**src/rtl/issue_scoreboard.sv**
```systemverilog
// In-order issue controller: tracks pending register writes over the 64-entry int/float space
// and holds each decoded instruction until it is hazard-free. Optional macro: SCOREBOARD_BYPASS_EN.
module issue_scoreboard #(
  parameter int MAX_OUT = 15
) (
  input  logic       clk,
  input  logic       rst,
  input  logic       in_valid,
  output logic       in_ready,
  input  logic [5:0] in_rs1,
  input  logic [5:0] in_rs2,
  input  logic [5:0] in_rd,
  input  logic       in_fpu,
  input  logic       in_mem,
  input  logic       in_io,
  input  logic       fpu_busy,
  input  logic       mem_busy,
  input  logic       wb_valid,
  input  logic [5:0] wb_addr,
  input  logic       flush,
  output logic       issue,
  output logic [3:0] outstanding,
  output logic       draining,
  output logic       wb_err
);

  typedef enum logic {
    RUN,
    DRAIN
  } state_t;

  state_t      r_state;
  logic [63:0] r_busy;
  logic [3:0]  r_outstanding;
  logic        r_wbErr;

  logic        w_wbHit;
  logic        w_wbMiss;
  logic        w_setEn;
  logic [63:0] w_clrMask;
  logic [63:0] w_setMask;
  logic [63:0] w_hazBusy;
  logic [3:0]  w_postWb;
  logic        w_raw;
  logic        w_waw;
  logic        w_struct;
  logic        w_cap;
  logic        w_goDrain;
  logic        w_stateOk;

  assign w_wbHit   = wb_valid && (wb_addr != 6'd0) && r_busy[wb_addr];
  assign w_wbMiss  = wb_valid && (wb_addr != 6'd0) && !r_busy[wb_addr];
  assign w_clrMask = w_wbHit ? (64'd1 << wb_addr) : 64'd0;
  assign w_postWb  = r_outstanding - {3'd0, w_wbHit};

`ifdef SCOREBOARD_BYPASS_EN
  // A register retiring this cycle no longer blocks its consumers.
  assign w_hazBusy = r_busy & ~w_clrMask;
`else
  assign w_hazBusy = r_busy;
`endif

  assign w_raw    = ((in_rs1 != 6'd0) && w_hazBusy[in_rs1]) ||
                    ((in_rs2 != 6'd0) && w_hazBusy[in_rs2]);
  assign w_waw    = (in_rd != 6'd0) && w_hazBusy[in_rd];
  assign w_struct = (in_fpu && fpu_busy) || (in_mem && mem_busy);
  assign w_cap    = (in_rd != 6'd0) && (r_outstanding == 4'(MAX_OUT));

  assign w_goDrain = (r_state == RUN) && in_valid && in_io && (r_outstanding != 4'd0);

`ifdef SCOREBOARD_BYPASS_EN
  // The I/O instruction may leave DRAIN as soon as the last write retires.
  assign w_stateOk = ((r_state == RUN) && !w_goDrain) ||
                     ((r_state == DRAIN) && in_io && (w_postWb == 4'd0));
`else
  assign w_stateOk = (r_state == RUN) && !w_goDrain;
`endif

  assign in_ready = w_stateOk && !w_raw && !w_waw && !w_struct && !w_cap && !flush && !rst;
  assign issue    = in_valid && in_ready;

  assign w_setEn   = issue && (in_rd != 6'd0);
  assign w_setMask = w_setEn ? (64'd1 << in_rd) : 64'd0;

  // Set is applied after clear so a same-register issue/writeback leaves the bit busy.
  always_ff @(posedge clk) begin
    if (rst) begin
      r_state       <= RUN;
      r_busy        <= 64'd0;
      r_outstanding <= 4'd0;
      r_wbErr       <= 1'b0;
    end else begin
      r_busy <= (r_busy & ~w_clrMask) | w_setMask;

      case ({w_setEn, w_wbHit})
        2'b10:   r_outstanding <= r_outstanding + 4'd1;
        2'b01:   r_outstanding <= r_outstanding - 4'd1;
        default: r_outstanding <= r_outstanding;
      endcase

      if (w_wbMiss) begin
        r_wbErr <= 1'b1;
      end

      if (flush) begin
        r_state <= RUN;
      end else begin
        case (r_state)
          RUN:     if (w_goDrain) r_state <= DRAIN;
          DRAIN:   if (w_postWb == 4'd0) r_state <= RUN;
          default: r_state <= RUN;
        endcase
      end
    end
  end

  assign outstanding = r_outstanding;
  assign draining    = (r_state == DRAIN);
  assign wb_err      = r_wbErr;

endmodule

```
**config.mk**
```make
export PLATFORM = sky130hd
export DESIGN_NAME = issue_scoreboard
export DESIGN_NICKNAME = d
export VERILOG_FILES = /design/src/rtl/issue_scoreboard.sv
export SDC_FILE = /design/constraint.sdc
export NUM_CORES = 1
export LEC_CHECK = 0
export BUFFER_PORTS_ARGS = -buffer_cell sky130_fd_sc_hd__buf_2
export CELL_PAD_IN_SITES_DETAIL_PLACEMENT = 1
export CELL_PAD_IN_SITES_GLOBAL_PLACEMENT = 1
export CORE_MARGIN = 2
export CORE_UTILIZATION = 38
export DETAILED_ROUTE_END_ITERATION = 8
export PLACE_DENSITY_LB_ADDON = 0.05
export SYNTH_ARGS = -nofsm -noshare
export SYNTH_HDL_FRONTEND = slang
export SYNTH_SLANG_ARGS = --single-unit
```
**constraint.sdc**
```tcl
create_clock -name clk -period 7.7 [get_ports clk]
set_clock_uncertainty 0.05 [all_clocks]
set_input_delay 0.77 -clock clk [delete_from_list [all_inputs] [get_ports clk]]
set_output_delay 0.77 -clock clk [all_outputs]
set_load 0.01 [all_outputs]
```
==> impl_metrics.env, run 1 <==
export IMPL_crit_chain="buf_2 -> mux4_1 -> mux4_2 -> nor2_1 -> a311oi_1 -> nor4b_2 -> nand4b_4 -> a211o_1 -> ha_1 -> ha_1 -> a21o_1 -> a21oi_1 -> xnor2_1 -> or3_1 -> a21oi_1"
export IMPL_drv_cap=0
export IMPL_grt_busiest_layer="met2"
export IMPL_cts_made_buffers=9
export IMPL_rsz0062_at_grt="no"
export IMPL_period_needed_ns=5.01
export IMPL_finalCritPeriodShare_pct=65.0
export IMPL_worstSkewPairLatency_ns=0.35
export IMPL_fp_coreArea_um2=14400
export IMPL_grt_usage_pct=28.9
export IMPL_pwr_share_seq_pct=41.0
export IMPL_worst_pin_slew_ns=1.39
export IMPL_power_density_nw_per_um2=149
export IMPL_cpMaxStageDelayCell="mux4_1"
export IMPL_async_flop_share_pct=0
export IMPL_min_from="wb_err"
export IMPL_required_ns=7.93
export IMPL_rr_worst_depth=13
export IMPL_synth_seq_area_share_pct=25.3
export IMPL_r2r_end="outstanding[3]"
export IMPL_drive_gt1_share_pct=20.8
export IMPL_leakagePower_nw=2.00
export IMPL_cts_sinks=70
export IMPL_swShare_pct=28.9
export IMPL_totalPowerFinal_mw=0.894
export IMPL_gp_congestion=0.913
export IMPL_antennaDiodeCount=0
export IMPL_fin_ws_ns=2.69
export IMPL_p_switching_mw=0.258
export IMPL_vdd_drop_max_mv=0.109
export IMPL_synth_fp_nets=594
export IMPL_area_growth_pct=7.99
export IMPL_ys_ff_latch=70
export IMPL_power_frac_comb_pct=14.9
export IMPL_hold_path_class="reg2reg"
export IMPL_chipHeight_um=125
export IMPL_use_met2_pct=45.0
export IMPL_post_cts_buffers=0
export IMPL_drt_iter0_markers=652
export IMPL_ctsHoldBuffers=0
export IMPL_cp_top_family="simple AND/OR/NAND/NOR gates"
export IMPL_max_stage_delay_ns=0.63
export IMPL_slew_limit_headroom_pct=4.65
export IMPL_syn_instance_count=555
export IMPL_nets=592
export IMPL_synth_edf_count=0
export IMPL_slew_viol_final=0
export IMPL_tritoncts="done"
export IMPL_grt_ovfl_total=0
export IMPL_wl_um=22200
export IMPL_met3_usage_pct=6.27
export IMPL_setup_violations=0
export IMPL_path_buf_inv=1
export IMPL_die_w_um=125
export IMPL_dp_hpwl_um=15800
export IMPL_status="complete, no violations"
export IMPL_start_util_pct=38.6
export IMPL_path_max_fanout=35
export IMPL_antenna_found_initial=1
export IMPL_synth_ff_type="dfxtp_1"
export IMPL_cts_buffer_depth=2
export IMPL_hold_viol_final=0
export IMPL_min_path_cells=2
export IMPL_cp_arrival_ns=5.24
export IMPL_die_area_um2=15600
export IMPL_yosysWarnings=0
export IMPL_worstSetupEndpointType="register"
export IMPL_r2r_slack_ns=2.74
export IMPL_gr_usage_met1_pct=40.1
export IMPL_vias_per_cell=7.07
export IMPL_clock_root_buffer="clkbuf_16"
export IMPL_ant_nets=0
export IMPL_hold_end="wb_err"
export IMPL_startpoint_type="input pin"
export IMPL_h_tree_depth=3
export IMPL_grt_max_degree=64
export IMPL_intPower_mw=0.635
export IMPL_syn_area_per_cell_um2=9.99
export IMPL_drc=0
export IMPL_cts_resized=0
export IMPL_first_pass_iters=5
export IMPL_post_place_ws_ns=2.31
export IMPL_grt_first_pass_wirelength_um=34300
export IMPL_rows=44
export IMPL_syn_area_um2=5550
export IMPL_fin_area_um2=5990
export IMPL_first_global_vias=5183
export IMPL_max_freq_ghz=0.200
export IMPL_ys_types=65
export IMPL_clkPwrFrac_pct=44.1
export IMPL_vias=5240
export IMPL_place_area_um2=5720
export IMPL_fin_tns_setup_ns=0
export IMPL_numPortBuffers=41
export IMPL_io_pins=42
export IMPL_critical_path_class="in2reg"
export IMPL_wl_per_cell_um=30.0
export IMPL_r2r_start="outstanding[0]"
export IMPL_cts_clk_slew_worst_paths_ns=0.06
[cell type report]
type | instances | area (µm²)
timing repair buffer | 45 | 235
sequential | 70 | 1400
multi-input combinational | 417 | 3810
tap | 184 | 230
inverter | 10 | 37.5
clock buffer | 14 | 264
fill | 1613 | 8380
clock inverter | 1 | 5.00
[power groups by stage]
| stage | Combinational (mW) | Clock [mW] | Sequential (mW) |
|---|---|---|---|
| 3_5_place_dp | 0.131 | 0 | 0.374 |
| 5_1_grt | 0.142 | 0.416 | 0.366 |
| 3_3_place_gp | 0.129 | 0 | 0.374 |
| 6_report | 0.133 | 0.394 | 0.366 |
| 4_1_cts | 0.132 | 0.403 | 0.366 |
| 2_1_floorplan | 0.0880 | 0 | 0.374 |
[how the worst max path moves through the flow]
stage                          from              to  slack [ns]  depth (start not counted)
after floorplan           in_rs2[2]  outstanding[3]        3.36                         16
after global placement    in_rs2[0]  outstanding[3]        2.41                         15
after detailed placement  in_rs2[1]  outstanding[3]        2.31                         15
after CTS                 in_rs2[1]  outstanding[3]        2.65                         15
after global routing      in_rs2[0]  outstanding[3]        2.35                         15
final                     in_rs2[1]  outstanding[3]        2.69                         15
[stage by stage]
stage	hold WS, ns	util, %	std cells
finish	0.439	41.7	741
detailed placement	0.419	39.8	726
CTS	0.438	41.7	741
global placement	0.422	39.8	726
floorplan	0.401	-	555
global route	0.471	41.7	741
[sequential cells by signal (all words and copies together), names as in the netlist]
signal / cells
draining: 1
outstanding: 4
r_busy: 64
wb_err: 1
[layer usage]
| metal | routed length (µm) | vias up |
|---|---|---|
| li1 | - | 2258 |
| met1 | 9810 | 2686 |
| met2 | 10200 | 256 |
| met3 | 1610 | 38 |
| met4 | 558 | 2 |
| met5 | 15 | - |
[logic make-up (layout without fill, tap and decap cells)]
family          after synthesis  count (layout)  synth area share (%)
compound gates              165             165                  22.8
simple gates                153             153                  13.5
mux                          90              90                  30.6
flops                        70              70                  25.3
buf+inv                      68              70                  5.93
fa+ha+maj                     5               5                  1.26
xor+xnor                      4               4                 0.632
[synthesized netlist by cell type (all sizes together) (6+ instances only)]
master  instances  area, µm²
buf            31        189
nor2b          14       87.6
mux2            9        101
o311ai         64        561
o21ai          33        169
a21oi           7       35.0
clkbuf         27        103
inv            10       37.5
dfxtp          70       1400
a22oi           6       45.0
nor4            6       37.5
mux4           59       1380
o31ai          32        254
mux2i          22        220
nand3          15       75.1
nand2          63        236
nor2           28        105
[tightest hold or removal path, delay by kind of cell, from the launching register on]
family             cells  cell delay, ns
and+or+nand+nor        1            0.07
DFF                    1            0.33
AOI/OAI and AO/OA      1            0.05
[placed cells by master, fill, tap and decap left out, types with 14 or more instances in the layout]
cell      netlist  final
o21ai_1        31     31
o311ai_1       60     60
buf_2          16     41
mux4_2         46     46
mux2i_1        22     22
nand3_1        15     15
o31ai_1        31     31
nand2_1        63     63
nor2b_1        14     14
nor2_1         28     28
dfxtp_1        70     70
No activity file was read; power rests on OpenSTA's default activity.
==> run 2, diff against run 1 <==
- clock period: 7.7 -> 4.4 ns (I/O delays scaled with it)
==> run 2 against run 1 <==
  * Total power increased by 75%
  * Sequential share of layout area down 0.68 points
  * Critical path depth unchanged
  * Combinational power up 83%
  * Worst setup slack worse by 2.3 ns
  * Flip-flop and latch count is the same
  * Design area is 3.0% higher
  * Global-route usage increased by 0.46 points
  * Largest cell class unchanged
  * Highest routed layer is now met4
==> impl_metrics.env, run 2 (synthesis results as in run 1) <==
export IMPL_wl_met1_um=10100
export IMPL_largest_reg_flops=64
export IMPL_grt_ovfl_total=0
export IMPL_drc=0
export IMPL_hold_path_class="in2reg"
export IMPL_crit_chain="buf_2 -> mux4_1 -> mux4_2 -> nor2_1 -> a311oi_1 -> nor4b_2 -> nand4b_4 -> a211o_1 -> ha_1 -> ha_1 -> a21o_1 -> a21oi_1 -> xnor2_1 -> or3_1 -> a21oi_1"
export IMPL_finalCritPeriodShare_pct=91.9
export IMPL_area_growth_pct=11.2
export IMPL_fin_tns_setup_ns=0
export IMPL_tritoncts="done"
export IMPL_setup_violations=0
export IMPL_required_ns=4.63
export IMPL_final_common_cell="dfxtp_1"
export IMPL_first_global_vias=5362
export IMPL_cts_made_buffers=9
export IMPL_dp_hpwl_um=16600
export IMPL_post_cts_buffers=0
export IMPL_period_needed_ns=4.04
export IMPL_drive_gt1_share_pct=24.1
export IMPL_chipHeight_um=125
export IMPL_grt_first_pass_wirelength_um=34400
export IMPL_cts_clk_slew_worst_paths_ns=0.05
export IMPL_critical_path_class="in2reg"
export IMPL_ant_nets=0
export IMPL_die_w_um=125
export IMPL_startpoint_type="input pin"
export IMPL_r2r_slack_ns=0.42
export IMPL_cts_sinks=70
export IMPL_max_freq_ghz=0.247
export IMPL_slew_limit_headroom_pct=41.9
export IMPL_h_tree_depth=3
export IMPL_die_area_um2=15600
export IMPL_worstSetupEndpointType="register"
export IMPL_cpMaxStageDelayCell="mux4_1"
export IMPL_first_pass_iters=5
export IMPL_antenna_found_initial=0
export IMPL_cp_arrival_ns=4.27
export IMPL_grt_max_degree=38
export IMPL_cts_resized=0
export IMPL_rows=44
export IMPL_wl_um=22300
export IMPL_vdd_drop_max_mv=0.162
export IMPL_dr_wl_met2_um=10100
export IMPL_clock_root_buffer="clkbuf_16"
export IMPL_start_util_pct=38.6
export IMPL_slew_viol_final=0
export IMPL_top_register="r_busy"
export IMPL_gp_congestion=0.921
export IMPL_status="complete, no violations"
export IMPL_drt_iter0_markers=526
export IMPL_route_met3_wl_um=1400
export IMPL_post_place_ws_ns=0.0197
export IMPL_nets=616
export IMPL_antennaDiodeCount=0
export IMPL_power_density_nw_per_um2=254
export IMPL_fin_ws_ns=0.357
export IMPL_hold_viol_final=0
export IMPL_wl_per_cell_um=29.1
export IMPL_vias_per_cell=6.94
export IMPL_max_stage_delay_ns=0.61
export IMPL_path_max_fanout=9
export IMPL_io_pins=42
export IMPL_worstSkewPairLatency_ns=0.34
export IMPL_final_util_pct=42.9
export IMPL_worst_pin_slew_ns=0.871
export IMPL_rsz0062_at_grt="no"
export IMPL_vias=5308
export IMPL_layout_common_cells="dfxtp_1 (70), nand2_1 (63), o311ai_1 (60)"
export IMPL_cts_buffer_depth=2
export IMPL_ctsHoldBuffers=0
export IMPL_top_layer_used="met4"
export IMPL_fp_coreArea_um2=14400
export IMPL_leakagePower_nw=2.11
export IMPL_numPortBuffers=41
export IMPL_drv_cap=0
export IMPL_grt_usage_pct=29.3
## run 2: worst max-delay path: cells and delay by family
family	cells	cell delay, ns
simple gates	4	0.95
compound gates	5	0.89
buf+inv	1	0.26
mux	2	1.11
fa+ha+maj	2	0.53
xor+xnor	1	0.09
## run 2: per-stage QoR
| stage | area, µm² | total power, mW | std cells | hold WS, ns |
|---|---|---|---|---|
| floorplan | 5550 | 0.808 | 555 | 0.401 |
| global placement | 5900 | 0.890 | 750 | 0.413 |
| detailed placement | 5900 | 0.894 | 750 | 0.437 |
| CTS | 6170 | 1.57 | 765 | 0.215 |
| global route | 6170 | 1.63 | 765 | 0.217 |
| finish | 6170 | 1.56 | 765 | 0.223 |
## run 2: power by group
group          internal (mW)  switching (mW)  leakage (nW)
clock network          0.409           0.271         0.133
logic                 0.0789           0.165          1.42
registers              0.637         0.00386         0.564
total                   1.12           0.440          2.11
## run 2: worst paths after layout
kind | cells after the start | from | end
worst max register to register | 14 | r_busy[19] | outstanding[3]
worst min-delay path | 2 | flush | draining
worst max-delay path | 15 | in_rs2[1] | outstanding[3]
worst min register to register | 2 | wb_err | wb_err
## run 2: routing by layer
metal	vias up	track usage (%)
met5	-	0
met4	0	10.1
met3	37	5.20
met2	232	45.2
met1	2724	41.5
li1	2315	-
## run 2: cell type report
type                            instances  area (µm²)
Tap cell                              184         230
Multi-Input combinational cell        417        3810
Clock buffer                           14         264
Inverter                               10        37.5
Sequential cell                        70        1400
Fill cell                            1585        8200
Timing Repair Buffer                   69         415
Clock inverter                          1        5.00
==> run 3, diff against run 2 <==
- CORE_MARGIN: 2 -> 8
==> run 3 against run 2 <==
  * Die area increased by 20%
  * Non-clock buffer count decreased by 2
  * Maximum frequency increased by 1.8%
  * Final cell count decreased by 0.39%
  * Worst hold slack improved by 0.0028 ns
  * Flip-flop and latch count unchanged
  * Clock power increased by 2%
  * Routed wire length increased by 1.8%
  * Critical path type unchanged
  * Highest routed layer unchanged
==> impl_metrics.env, run 3 (synthesis results as in run 1) <==
export IMPL_crit_chain="buf_2 -> mux4_1 -> mux4_2 -> nor2_1 -> a311oi_1 -> nor4b_2 -> nand4b_4 -> a211o_1 -> ha_1 -> ha_1 -> a21o_1 -> a21oi_1 -> xnor2_1 -> or3_1 -> a21oi_1"
export IMPL_worstSetupEndpointType="register"
export IMPL_wl_um=22700
export IMPL_grt_first_pass_wirelength_um=34000
export IMPL_p_switching_mw=0.439
export IMPL_fp_coreArea_um2=14400
export IMPL_status="complete, no violations"
export IMPL_placed_cells=748
export IMPL_vdd_drop_max_mv=0.169
export IMPL_swShare_pct=27.9
export IMPL_ctsHoldBuffers=0
export IMPL_cp_arrival_ns=4.20
export IMPL_cp_top_family="multiplexers"
export IMPL_cp_depth=15
export IMPL_vias_per_cell=6.99
export IMPL_layout_cells_non_filler=762
export IMPL_die_area_um2=18700
export IMPL_clock_root_buffer="clkbuf_16"
export IMPL_slew_limit_headroom_pct=46.3
export IMPL_startpoint_type="input pin"
export IMPL_hold_path_class="in2reg"
export IMPL_first_global_vias=5354
export IMPL_numPortBuffers=41
export IMPL_power_density_nw_per_um2=255
export IMPL_cpMaxStageDelayCell="mux4_1"
export IMPL_worst_pin_slew_ns=0.798
export IMPL_path_max_fanout=10
export IMPL_worstSkewPairLatency_ns=0.35
export IMPL_required_ns=4.63
export IMPL_largest_reg_flops=64
export IMPL_gp_congestion=0.896
export IMPL_drc=0
export IMPL_max_stage_delay_ns=0.60
export IMPL_h_tree_depth=3
export IMPL_grt_max_degree=64
export IMPL_cts_made_buffers=9
export IMPL_grt_usage_pct=24.7
export IMPL_finalCritPeriodShare_pct=90.2
export IMPL_min_path_cells=2
export IMPL_layout_common_cells="dfxtp_1 (70), nand2_1 (63), o311ai_1 (60)"
export IMPL_power_frac_comb_pct=15.4
export IMPL_die_w_um=137
export IMPL_slew_viol_final=0
export IMPL_cts_clk_slew_worst_paths_ns=0.05
export IMPL_nets=614
export IMPL_area_growth_pct=11.3
export IMPL_min_from="flush"
export IMPL_place_area_um2=5900
export IMPL_hold_viol_final=0
export IMPL_drv_cap=0
export IMPL_r2r_end="outstanding[3]"
export IMPL_intPower_mw=1.14
export IMPL_top_register="r_busy"
export IMPL_chipHeight_um=137
export IMPL_rows=44
export IMPL_fin_tns_setup_ns=0
export IMPL_post_cts_buffers=0
export IMPL_leakagePower_nw=2.12
export IMPL_cts_sinks=70
export IMPL_period_needed_ns=3.97
export IMPL_final_common_cell="dfxtp_1"
export IMPL_r2r_slack_ns=0.47
export IMPL_io_pins=42
export IMPL_antenna_found_initial=0
export IMPL_hold_end="draining"
export IMPL_totalPowerFinal_mw=1.58
export IMPL_pwr_share_seq_pct=40.6
export IMPL_cts_resized=0
export IMPL_drive_gt1_share_pct=24.0
export IMPL_dp_hpwl_um=17000
export IMPL_fin_area_um2=6170
export IMPL_path_buf_inv=1
export IMPL_setup_violations=0
export IMPL_drt_iter0_markers=506
export IMPL_max_freq_ghz=0.252
export IMPL_rr_worst_depth=14
export IMPL_antennaDiodeCount=0
export IMPL_clkPwrFrac_pct=43.9
export IMPL_cts_buffer_depth=2
export IMPL_grt_ovfl_total=0
export IMPL_ant_nets=0
export IMPL_timing_hold_ws_ns=0.226
export IMPL_r2r_start="r_busy[33]"
export IMPL_start_util_pct=38.4
export IMPL_tritoncts="done"
export IMPL_rsz0062_at_grt="no"
export IMPL_wl_per_cell_um=29.7
export IMPL_vias=5324
export IMPL_critical_path_class="in2reg"
export IMPL_first_pass_iters=5
run 3: worst max-delay path by stage:
stage                                 to  startpoint  slack (ns)
after floorplan           outstanding[3]   in_rs2[2]        0.39
after global placement    outstanding[3]   in_rs2[1]        0.14
after detailed placement  outstanding[3]   in_rs2[1]        0.07
after CTS                 outstanding[3]   in_rs2[1]        0.43
after global routing      outstanding[3]   in_rs2[1]        0.21
final                     outstanding[3]   in_rs2[1]        0.43
run 3: power groups by stage:
stage / clock (mW) / combinational, mW / sequential (mW)
2_1_floorplan: 0 / 0.154 / 0.654
3_3_place_gp: 0 / 0.235 / 0.654
3_5_place_dp: 0 / 0.239 / 0.654
4_1_cts: 0.707 / 0.240 / 0.640
5_1_grt: 0.731 / 0.258 / 0.641
6_report: 0.692 / 0.243 / 0.640
run 3: per-stage QoR:
step	utilization [%]	setup slack [ns]
after floorplan	-	0.394
after global placement	40.9	0.138
after detailed placement	40.9	0.0721
after CTS	42.8	0.427
after global routing	42.8	0.211
final	42.8	0.430
run 3: area by class of cell:
cell class	instances	area (µm²)
multi-input cells	417	3810
flip-flops and latches	70	1400
clock inverters	1	5.00
repair buffers	67	413
inverters	10	37.5
clock buffers	13	270
fillers	1621	8250
well taps	184	230
run 3: metal layers:
metal | track usage (%) | vias up | part of all wire (%)
met5 | 0 | - | 0
met4 | 9.60 | 0 | 2.7
met3 | 4.11 | 30 | 6.9
met2 | 37.9 | 245 | 46
met1 | 34.1 | 2740 | 44
li1 | - | 2309 | -
run 3: worst register-to-register path: stages (launching register included):
cell	delay [ns]
dfxtp_1	0.37
mux4_1	0.50
nor2b_1	0.14
a2111oi_0	0.51
a211oi_2	0.11
nor4b_2	0.33
nand4b_4	0.16
a211o_1	0.30
ha_1	0.24
ha_1	0.29
a21o_1	0.18
a21oi_1	0.16
xnor2_1	0.09
or3_1	0.30
a21oi_1	0.13
